===== src/rtl/uart_tx_sched_pkg.sv =====
// Shared types and constants for the UART TX scheduler.
package uart_tx_sched_pkg;

    typedef enum logic [1:0] {
        IDLE      = 2'd0,
        SEND      = 2'd1,
        WAIT_BUSY = 2'd2,
        WAIT_DONE = 2'd3
    } state_e;

    // Source IDs double as bit positions in the request/grant vectors.
    typedef enum logic {
        SRC_ALU = 1'b0,
        SRC_RF  = 1'b1
    } src_e;

    localparam logic [1:0] BYTES_ALU = 2'd2;
    localparam logic [1:0] BYTES_RF  = 2'd1;

endpackage


===== src/rtl/uart_tx_scheduler_if.sv =====
// Producer / transmitter handshake bundle of the UART TX scheduler.
interface uart_tx_scheduler_if #(
    parameter int unsigned DATA_WIDTH = 8
);
    logic [2*DATA_WIDTH-1:0] ALU_OUT;
    logic                    ALU_VLD;
    logic                    ALU_ACK;
    logic [DATA_WIDTH-1:0]   RF_RD_DATA;
    logic                    RF_RD_VLD;
    logic                    RF_ACK;
    logic                    PAR_EN_CFG;
    logic                    PAR_TYP_CFG;
    logic                    TX_BUSY;
    logic [DATA_WIDTH-1:0]   TX_P_DATA;
    logic                    TX_DATA_VALID;
    logic                    TX_PAR_EN;
    logic                    TX_PAR_TYP;
    logic                    SCHED_BUSY;

    // Scheduler side.
    modport slave (
        input  ALU_OUT, ALU_VLD, RF_RD_DATA, RF_RD_VLD,
        input  PAR_EN_CFG, PAR_TYP_CFG, TX_BUSY,
        output ALU_ACK, RF_ACK, TX_P_DATA, TX_DATA_VALID,
        output TX_PAR_EN, TX_PAR_TYP, SCHED_BUSY
    );

    // Producers / transmitter side.
    modport master (
        output ALU_OUT, ALU_VLD, RF_RD_DATA, RF_RD_VLD,
        output PAR_EN_CFG, PAR_TYP_CFG, TX_BUSY,
        input  ALU_ACK, RF_ACK, TX_P_DATA, TX_DATA_VALID,
        input  TX_PAR_EN, TX_PAR_TYP, SCHED_BUSY
    );
endinterface


===== src/rtl/uart_tx_scheduler_rr_arb2.sv =====
// Two-requester round-robin arbiter: combinational grant, registered
// last-served pointer updated when the grant is taken.
module rr_arb2
    import uart_tx_sched_pkg::*;
(
    input  logic       clk_i,
    input  logic       rst_i,
    input  logic [1:0] req_i,
    input  logic       en_i,
    output logic [1:0] gnt_o
);

    src_e last_q;

    // Single requester wins outright; on a tie the one not served last wins.
    always_comb begin
        gnt_o = '0;
        case (req_i)
            2'b01:   gnt_o = 2'b01;
            2'b10:   gnt_o = 2'b10;
            2'b11:   gnt_o = (last_q == SRC_RF) ? 2'b01 : 2'b10;
            default: gnt_o = '0;
        endcase
    end

    // Pointer starts at RF so the ALU wins the first tie.
    always_ff @(posedge clk_i) begin
        if (!rst_i) begin
            last_q <= SRC_RF;
        end else if (en_i) begin
            last_q <= gnt_o[SRC_RF] ? SRC_RF : SRC_ALU;
        end
    end

endmodule


===== src/rtl/uart_tx_scheduler.sv =====
// Sequences ALU results (two bytes, LSB first) and register-file bytes
// onto the UART transmitter's data-valid handshake.
module uart_tx_scheduler
    import uart_tx_sched_pkg::*;
#(
    parameter int unsigned DATA_WIDTH   = 8,
    parameter int unsigned BUSY_TIMEOUT = 4
) (
    input logic              CLK,
    input logic              RST,
    uart_tx_scheduler_if.slave bus
);

    localparam int unsigned CW = $clog2(BUSY_TIMEOUT + 1);

    state_e                  state_q, state_d;
    logic [2*DATA_WIDTH-1:0] hold_q, hold_d;
    logic [1:0]              bytes_q, bytes_d;
    logic [CW-1:0]           tmo_q, tmo_d;
    logic [DATA_WIDTH-1:0]   txd_q, txd_d;
    logic                    txv_q, txv_d;
    logic                    pen_q, pen_d;
    logic                    ptyp_q, ptyp_d;
    logic                    aack_q, aack_d;
    logic                    rack_q, rack_d;
    logic                    sbusy_q, sbusy_d;

    logic [1:0] req;
    logic [1:0] gnt;
    logic       arb_en;

    assign req[SRC_ALU] = bus.ALU_VLD;
    assign req[SRC_RF]  = bus.RF_RD_VLD;

    rr_arb2 u_arb (
        .clk_i (CLK),
        .rst_i (RST),
        .req_i (req),
        .en_i  (arb_en),
        .gnt_o (gnt)
    );

    // Next-state and registered-output values for the frame sequencer.
    always_comb begin
        state_d = state_q;
        hold_d  = hold_q;
        bytes_d = bytes_q;
        tmo_d   = tmo_q;
        txd_d   = txd_q;
        txv_d   = 1'b0;
        pen_d   = pen_q;
        ptyp_d  = ptyp_q;
        aack_d  = 1'b0;
        rack_d  = 1'b0;
        sbusy_d = sbusy_q;
        arb_en  = 1'b0;

        case (state_q)
            IDLE: begin
                if (|req) begin
                    arb_en  = 1'b1;
                    sbusy_d = 1'b1;
                    pen_d   = bus.PAR_EN_CFG;
                    ptyp_d  = bus.PAR_TYP_CFG;
                    state_d = SEND;
                    if (gnt[SRC_ALU]) begin
                        hold_d  = bus.ALU_OUT;
                        bytes_d = BYTES_ALU;
                        aack_d  = 1'b1;
                    end else begin
                        hold_d  = {{DATA_WIDTH{1'b0}}, bus.RF_RD_DATA};
                        bytes_d = BYTES_RF;
                        rack_d  = 1'b1;
                    end
                end
            end
            SEND: begin
                if (!bus.TX_BUSY) begin
                    txd_d   = hold_q[DATA_WIDTH-1:0];
                    txv_d   = 1'b1;
                    tmo_d   = '0;
                    state_d = WAIT_BUSY;
                end
            end
            WAIT_BUSY: begin
                if (bus.TX_BUSY) begin
                    state_d = WAIT_DONE;
                end else if (tmo_q == CW'(BUSY_TIMEOUT)) begin
                    state_d = SEND;
                end else begin
                    tmo_d = tmo_q + CW'(1);
                end
            end
            WAIT_DONE: begin
                if (!bus.TX_BUSY) begin
                    bytes_d = bytes_q - 2'd1;
                    if (bytes_q > 2'd1) begin
                        hold_d  = hold_q >> DATA_WIDTH;
                        state_d = SEND;
                    end else begin
                        sbusy_d = 1'b0;
                        state_d = IDLE;
                    end
                end
            end
            default: state_d = IDLE;
        endcase
    end

    // State and output registers; everything clears on reset.
    always_ff @(posedge CLK) begin
        if (!RST) begin
            state_q <= IDLE;
            hold_q  <= '0;
            bytes_q <= '0;
            tmo_q   <= '0;
            txd_q   <= '0;
            txv_q   <= 1'b0;
            pen_q   <= 1'b0;
            ptyp_q  <= 1'b0;
            aack_q  <= 1'b0;
            rack_q  <= 1'b0;
            sbusy_q <= 1'b0;
        end else begin
            state_q <= state_d;
            hold_q  <= hold_d;
            bytes_q <= bytes_d;
            tmo_q   <= tmo_d;
            txd_q   <= txd_d;
            txv_q   <= txv_d;
            pen_q   <= pen_d;
            ptyp_q  <= ptyp_d;
            aack_q  <= aack_d;
            rack_q  <= rack_d;
            sbusy_q <= sbusy_d;
        end
    end

    assign bus.ALU_ACK       = aack_q;
    assign bus.RF_ACK        = rack_q;
    assign bus.TX_P_DATA     = txd_q;
    assign bus.TX_DATA_VALID = txv_q;
    assign bus.TX_PAR_EN     = pen_q;
    assign bus.TX_PAR_TYP    = ptyp_q;
    assign bus.SCHED_BUSY    = sbusy_q;

endmodule


===== src/flat_wrapper.sv =====
// flat-port wrapper written by rule: the top's interface ports become plain ports
module uart_tx_scheduler_flat import uart_tx_sched_pkg::*;
#(
    parameter int unsigned DATA_WIDTH   = 8,
    parameter int unsigned BUSY_TIMEOUT = 4
)
  (CLK, RST, bus_ALU_OUT, bus_ALU_VLD, bus_RF_RD_DATA, bus_RF_RD_VLD, bus_PAR_EN_CFG, bus_PAR_TYP_CFG, bus_TX_BUSY, bus_ALU_ACK, bus_RF_ACK, bus_TX_P_DATA, bus_TX_DATA_VALID, bus_TX_PAR_EN, bus_TX_PAR_TYP, bus_SCHED_BUSY);
  uart_tx_scheduler_if #(.DATA_WIDTH(DATA_WIDTH)) bus_i ();
  input logic CLK;
  input logic RST;
  input wire logic [$bits(bus_i.ALU_OUT)-1:0] bus_ALU_OUT;
  input wire logic [$bits(bus_i.ALU_VLD)-1:0] bus_ALU_VLD;
  input wire logic [$bits(bus_i.RF_RD_DATA)-1:0] bus_RF_RD_DATA;
  input wire logic [$bits(bus_i.RF_RD_VLD)-1:0] bus_RF_RD_VLD;
  input wire logic [$bits(bus_i.PAR_EN_CFG)-1:0] bus_PAR_EN_CFG;
  input wire logic [$bits(bus_i.PAR_TYP_CFG)-1:0] bus_PAR_TYP_CFG;
  input wire logic [$bits(bus_i.TX_BUSY)-1:0] bus_TX_BUSY;
  output wire logic [$bits(bus_i.ALU_ACK)-1:0] bus_ALU_ACK;
  output wire logic [$bits(bus_i.RF_ACK)-1:0] bus_RF_ACK;
  output wire logic [$bits(bus_i.TX_P_DATA)-1:0] bus_TX_P_DATA;
  output wire logic [$bits(bus_i.TX_DATA_VALID)-1:0] bus_TX_DATA_VALID;
  output wire logic [$bits(bus_i.TX_PAR_EN)-1:0] bus_TX_PAR_EN;
  output wire logic [$bits(bus_i.TX_PAR_TYP)-1:0] bus_TX_PAR_TYP;
  output wire logic [$bits(bus_i.SCHED_BUSY)-1:0] bus_SCHED_BUSY;
  assign bus_i.ALU_OUT = bus_ALU_OUT;
  assign bus_i.ALU_VLD = bus_ALU_VLD;
  assign bus_i.RF_RD_DATA = bus_RF_RD_DATA;
  assign bus_i.RF_RD_VLD = bus_RF_RD_VLD;
  assign bus_i.PAR_EN_CFG = bus_PAR_EN_CFG;
  assign bus_i.PAR_TYP_CFG = bus_PAR_TYP_CFG;
  assign bus_i.TX_BUSY = bus_TX_BUSY;
  assign bus_ALU_ACK = bus_i.ALU_ACK;
  assign bus_RF_ACK = bus_i.RF_ACK;
  assign bus_TX_P_DATA = bus_i.TX_P_DATA;
  assign bus_TX_DATA_VALID = bus_i.TX_DATA_VALID;
  assign bus_TX_PAR_EN = bus_i.TX_PAR_EN;
  assign bus_TX_PAR_TYP = bus_i.TX_PAR_TYP;
  assign bus_SCHED_BUSY = bus_i.SCHED_BUSY;
  uart_tx_scheduler #(.DATA_WIDTH(DATA_WIDTH), .BUSY_TIMEOUT(BUSY_TIMEOUT)) u_core (.CLK(CLK), .RST(RST), .bus(bus_i));
endmodule

===== config.mk =====
export PLATFORM = sky130hd
export DESIGN_NAME = uart_tx_scheduler_flat
export DESIGN_NICKNAME = d
export VERILOG_FILES = /design/src/rtl/uart_tx_sched_pkg.sv /design/src/rtl/uart_tx_scheduler_if.sv /design/src/rtl/uart_tx_scheduler_rr_arb2.sv /design/src/rtl/uart_tx_scheduler.sv /design/src/flat_wrapper.sv
export SDC_FILE = /design/constraint.sdc
export NUM_CORES = 1
export LEC_CHECK = 0
export ABC_AREA = 1
export CAP_MARGIN = 15
export CORE_MARGIN = 4
export CORE_UTILIZATION = 36
export CTS_CLUSTER_DIAMETER = 50
export CTS_CLUSTER_SIZE = 28
export DETAILED_ROUTE_END_ITERATION = 10
export PLACE_DENSITY = 0.58
export SLEW_MARGIN = 10
export SYNTH_ARGS = -nofsm -noshare
export SYNTH_HDL_FRONTEND = slang
export SYNTH_SLANG_ARGS = --single-unit

===== constraint.sdc =====
create_clock -name CLK -period 1.92 [get_ports CLK]
set_input_delay 0.48 -clock CLK [delete_from_list [all_inputs] [get_ports CLK]]
set_output_delay 0.48 -clock CLK [all_outputs]
set_load 0.01 [all_outputs]

==> metrics.txt <==
# TYPE chip_impl_metric gauge
chip_impl_metric{name="buffers_on_ports",unit=""} 44
chip_impl_metric{name="via_per_inst",unit=""} 4.36
chip_impl_metric{name="dieArea",unit="mm2"} 0.00637
chip_impl_metric{name="synth.yosys.warnings",unit=""} 0
chip_impl_info{name="worst_setup_path_endpoint",value="bus_TX_P_DATA[0]"} 1
chip_impl_metric{name="worst-path-stages",unit=""} 1
chip_impl_metric{name="critical_path.max_stage_delay",unit="ns"} 0.53
chip_impl_metric{name="design.core.area",unit="mm2"} 0.00485
chip_impl_metric{name="critPathRequiredTime",unit="ns"} 1.44
chip_impl_metric{name="cts.path.max_buffers",unit=""} 2
chip_impl_metric{name="leakage",unit="nW"} 1.18
chip_impl_metric{name="layout_worst_path_cycle_share",unit=""} 0.853
chip_impl_metric{name="max_clock_freq",unit="MHz"} 610
chip_impl_info{name="worst_setup_path_startpoint",value="u_core.bus.TX_P_DATA[0]"} 1
chip_impl_metric{name="finalSetupViolations",unit=""} 0
chip_impl_metric{name="i_o_pin_count",unit=""} 45
chip_impl_metric{name="grt_usage",unit=""} 0.144
chip_impl_info{name="timing.critical_path.cells",value="clkdlybuf4s50_1"} 1
chip_impl_metric{name="final_max_slew_viol_count",unit=""} 0
chip_impl_info{name="run_status",value="completed"} 1
chip_impl_metric{name="mappedNetlistNets",unit=""} 314
chip_impl_metric{name="cts-resized-gates",unit=""} 0
chip_impl_metric{name="antenna_found_initial",unit=""} 0
chip_impl_info{name="regToRegStartpoint",value="u_core.state_q[0]"} 1
chip_impl_metric{name="post-place-cells",unit=""} 390
chip_impl_info{name="unrepaired_setup_endpoints_after_global_routing",value="false"} 1
chip_impl_metric{name="numCtsBuffers",unit=""} 5
chip_impl_metric{name="worst_slew_pin_slew",unit="ns"} 0.279
chip_impl_metric{name="vdd_ir_drop_max",unit="uV"} 356
chip_impl_info{name="root_buffer_cell",value="sky130_fd_sc_hd__clkbuf_8"} 1
chip_impl_info{name="class_of_the_worst_hold_path",value="register to register"} 1
chip_impl_metric{name="detailed_place_hpwl",unit="mm"} 3.21
chip_impl_metric{name="finClkSkew",unit="ns"} 0.00576
chip_impl_metric{name="final_hold_violation_count",unit=""} 0
chip_impl_metric{name="cts_htree_levels",unit=""} 2
chip_impl_metric{name="die_height",unit="um"} 79.8
chip_impl_metric{name="crit_fanout",unit=""} 2
chip_impl_info{name="critical_path_class",value="register to output pin"} 1
chip_impl_info{name="kind_of_cell_adding_the_most_delay_to_the_critical_path",value="buffers and inverters"} 1
chip_impl_metric{name="rr_worst_depth",unit=""} 9
chip_impl_metric{name="post_route_cells_drive_above_1_share",unit=""} 0.0879
chip_impl_metric{name="critPathBufInv",unit=""} 1
chip_impl_metric{name="final_nets",unit=""} 364
chip_impl_metric{name="post_synth_instance_area",unit="mm2"} 0.00186
chip_impl_metric{name="post_cts_hold_buffer_count",unit=""} 0
chip_impl_metric{name="post_route_drc",unit=""} 0
chip_impl_info{name="crit_path_top_delay_cell",value="sky130_fd_sc_hd__clkdlybuf4s50_1"} 1
chip_impl_info{name="critPathLaunchType",value="register"} 1
chip_impl_metric{name="drv.max_cap_violation_count",unit=""} 0
chip_impl_metric{name="nFillCells",unit=""} 511
chip_impl_metric{name="timing.hold.ws",unit="ns"} 0.457
chip_impl_metric{name="synthDistinctLibCells",unit=""} 23
chip_impl_metric{name="die_width",unit="um"} 79.8
chip_impl_metric{name="fin_cells",unit=""} 397
chip_impl_metric{name="clock_sinks",unit=""} 38
chip_impl_metric{name="drt_pass1_iterations",unit=""} 4
chip_impl_info{name="cts_tree",value="done"} 1
chip_impl_metric{name="grt_pass1_vias",unit=""} 1650
chip_impl_metric{name="detail_route.wl_per_cell",unit="um"} 10.5
chip_impl_metric{name="worst-endpoint-arrival",unit="ns"} 1.16
chip_impl_metric{name="total_power",unit="mW"} 2.09
chip_impl_metric{name="reg_to_reg_slack_setup",unit="ns"} 0.47
chip_impl_metric{name="grt_first_pass_wirelength",unit="mm"} 7.20
chip_impl_metric{name="placedInstanceArea",unit="mm2"} 0.00241
chip_impl_metric{name="area_growth",unit="%"} 35.8
chip_impl_metric{name="wl",unit="mm"} 4.19
chip_impl_metric{name="syn-instance-count",unit=""} 280
chip_impl_metric{name="global_route.overflow_total",unit=""} 0
chip_impl_metric{name="timing.setup.tns",unit="ns"} 0
chip_impl_metric{name="maximum_number_of_pins_on_one_net_before_global_route_repair",unit=""} 26
chip_impl_metric{name="p_per_area",unit="mW/mm2"} 829
chip_impl_info{name="r2r-end",value="u_core.hold_q[4]"} 1
chip_impl_metric{name="regArea",unit="um2"} 761
chip_impl_metric{name="synth_area_per_cell",unit="um2"} 6.63
chip_impl_metric{name="drc_marker_count_from_the_first_detailed_route_iteration",unit=""} 58
chip_impl_metric{name="slew-limit-headroom",unit=""} 0.813
chip_impl_metric{name="routed-via-count",unit=""} 1730
chip_impl_metric{name="post-cts-setup-buffer-count",unit=""} 0
chip_impl_metric{name="holdPathStages",unit=""} 2
chip_impl_metric{name="multi_input_combinational_cell_area",unit="um2"} 922
chip_impl_metric{name="gp_congestion",unit=""} 0.767
chip_impl_info{name="cp-end-kind",value="output pin"} 1
chip_impl_metric{name="flip_flop_and_latch_count_after_synthesis",unit=""} 38
chip_impl_metric{name="final_util",unit=""} 0.520
chip_impl_metric{name="std_cell_rows",unit=""} 25
chip_impl_metric{name="postRouteAntennaNets",unit=""} 0
chip_impl_metric{name="detailedPlace.worstSlack",unit="ns"} 0.0546
chip_impl_metric{name="finish.instance_area",unit="mm2"} 0.00252
chip_impl_metric{name="cts.reportedPaths.clkPinSlew",unit="ns"} 0.07
chip_impl_metric{name="num_antenna_cells",unit=""} 0
chip_impl_metric{name="sequential_fraction_of_the_synthesis_area",unit=""} 0.410
chip_impl_metric{name="setup_ws",unit="ns"} 0.281
chip_impl_metric{name="clkLatencyLatePin",unit="ns"} 0.28
chip_impl_metric{name="post-route-min-period",unit="ns"} 1.64
chip_impl_metric{name="floorplan.initialDensity",unit=""} 0.383
==> power by group <==
| part | leakage [nW] | switching [mW] | internal [mW] | total, mW |
|---|---|---|---|---|
| clock | 0.0573 | 0.269 | 0.416 | 0.685 |
| combinational | 0.807 | 0.268 | 0.228 | 0.496 |
| sequential | 0.313 | 0.0412 | 0.870 | 0.911 |
| total | 1.18 | 0.579 | 1.51 | 2.09 |
==> how the worst min path moves through the flow <==
| stage | start | end | slack, ns |
|---|---|---|---|
| floorplan | u_core.hold_q[0] | u_core.bus.TX_P_DATA[0] | 0.44 |
| global placement | u_core.bus.TX_P_DATA[1] | u_core.bus.TX_P_DATA[1] | 0.44 |
| detailed placement | u_core.bus.TX_P_DATA[1] | u_core.bus.TX_P_DATA[1] | 0.45 |
| CTS | u_core.bus.TX_P_DATA[2] | u_core.bus.TX_P_DATA[2] | 0.46 |
| global route | u_core.bus.TX_P_DATA[2] | u_core.bus.TX_P_DATA[2] | 0.47 |
| finish | u_core.bus.TX_P_DATA[2] | u_core.bus.TX_P_DATA[2] | 0.46 |
==> area by class of cell <==
type,count,share of cell area
Tap cell,67,0.0332
Inverter,33,0.0496
Multi-Input combinational cell,201,0.366
Clock inverter,1,0.0119
Clock buffer,6,0.0327
Timing Repair Buffer,51,0.205
Sequential cell,38,0.302
==> cell usage after synthesis, drive strengths merged <==
cell type / number / area [um2]
dfxtp: 38 / 761
nand2: 97 / 402
ha: 3 / 37.5
clkbuf: 3 / 11.3
nand3: 29 / 150
a21oi: 5 / 36.3
a211oi: 1 / 7.51
buf: 5 / 37.5
inv: 31 / 116
clkinv: 2 / 8.75
o211ai: 2 / 15.0
nor2: 46 / 180
o21ai: 18 / 93.8
==> cells by family (layout without fill, tap and decap cells) <==
group,Yosys count,in the layout,share of synthesized area
simple gates,172,172,0.394
fa+ha+maj,3,3,0.0202
buf+inv,41,91,0.0937
flops,38,38,0.410
compound gates,26,26,0.0822
==> flip-flops by register name, indices dropped and copies added, names as in the netlist <==
register and flops:
u_core.bus.ALU_ACK 1, u_core.bus.RF_ACK 1, u_core.bus.SCHED_BUSY 1, u_core.bus.TX_DATA_VALID 1
u_core.bus.TX_PAR_EN 1, u_core.bus.TX_PAR_TYP 1, u_core.bus.TX_P_DATA 8, u_core.bytes_q 2
u_core.hold_q 16, u_core.state_q 2, u_core.tmo_q 3, u_core.u_arb.last_q 1
==> layout by cell type, fill, tap and decap left out, types with 2 or more instances in the layout <==
| cell type | count |
|---|---|
| sky130_fd_sc_hd__o21ai_0 | 12 |
| sky130_fd_sc_hd__nand2_1 | 88 |
| sky130_fd_sc_hd__inv_1 | 30 |
| sky130_fd_sc_hd__buf_4 | 5 |
| sky130_fd_sc_hd__clkbuf_8 | 6 |
| sky130_fd_sc_hd__dfxtp_1 | 38 |
| sky130_fd_sc_hd__o21ai_1 | 5 |
| sky130_fd_sc_hd__nand3_1 | 28 |
| sky130_fd_sc_hd__clkdlybuf4s50_1 | 44 |
| sky130_fd_sc_hd__o211ai_1 | 2 |
| sky130_fd_sc_hd__nor2_1 | 45 |
| sky130_fd_sc_hd__nand2_4 | 3 |
| sky130_fd_sc_hd__nand2_2 | 6 |
| sky130_fd_sc_hd__buf_12 | 2 |
| sky130_fd_sc_hd__ha_1 | 3 |
| sky130_fd_sc_hd__a21oi_1 | 4 |
==> routing by layer <==
| metal | GRT usage | share of wire | vias to the layer above |
|---|---|---|---|
| met2 | 0.244 | 0.47 | 33 |
| li1 | - | - | 961 |
| met3 | 0.0350 | 0.044 | 5 |
| met5 | 0 | 0 | - |
| met1 | 0.176 | 0.47 | 731 |
| met4 | 0.0507 | 0.012 | 0 |
==> worst register-to-register path, stage by stage, from the launching register on <==
cell                       delay, ns
sky130_fd_sc_hd__dfxtp_1        0.39
sky130_fd_sc_hd__nand2_4        0.10
sky130_fd_sc_hd__clkinv_2       0.18
sky130_fd_sc_hd__nand2_2        0.16
sky130_fd_sc_hd__nand2_2        0.07
sky130_fd_sc_hd__nor2_4         0.10
sky130_fd_sc_hd__buf_12         0.15
sky130_fd_sc_hd__nand2_1        0.05
sky130_fd_sc_hd__nor2_1         0.11
sky130_fd_sc_hd__nor2_1         0.05
Note: power is estimated with default switching activity, not from simulation.
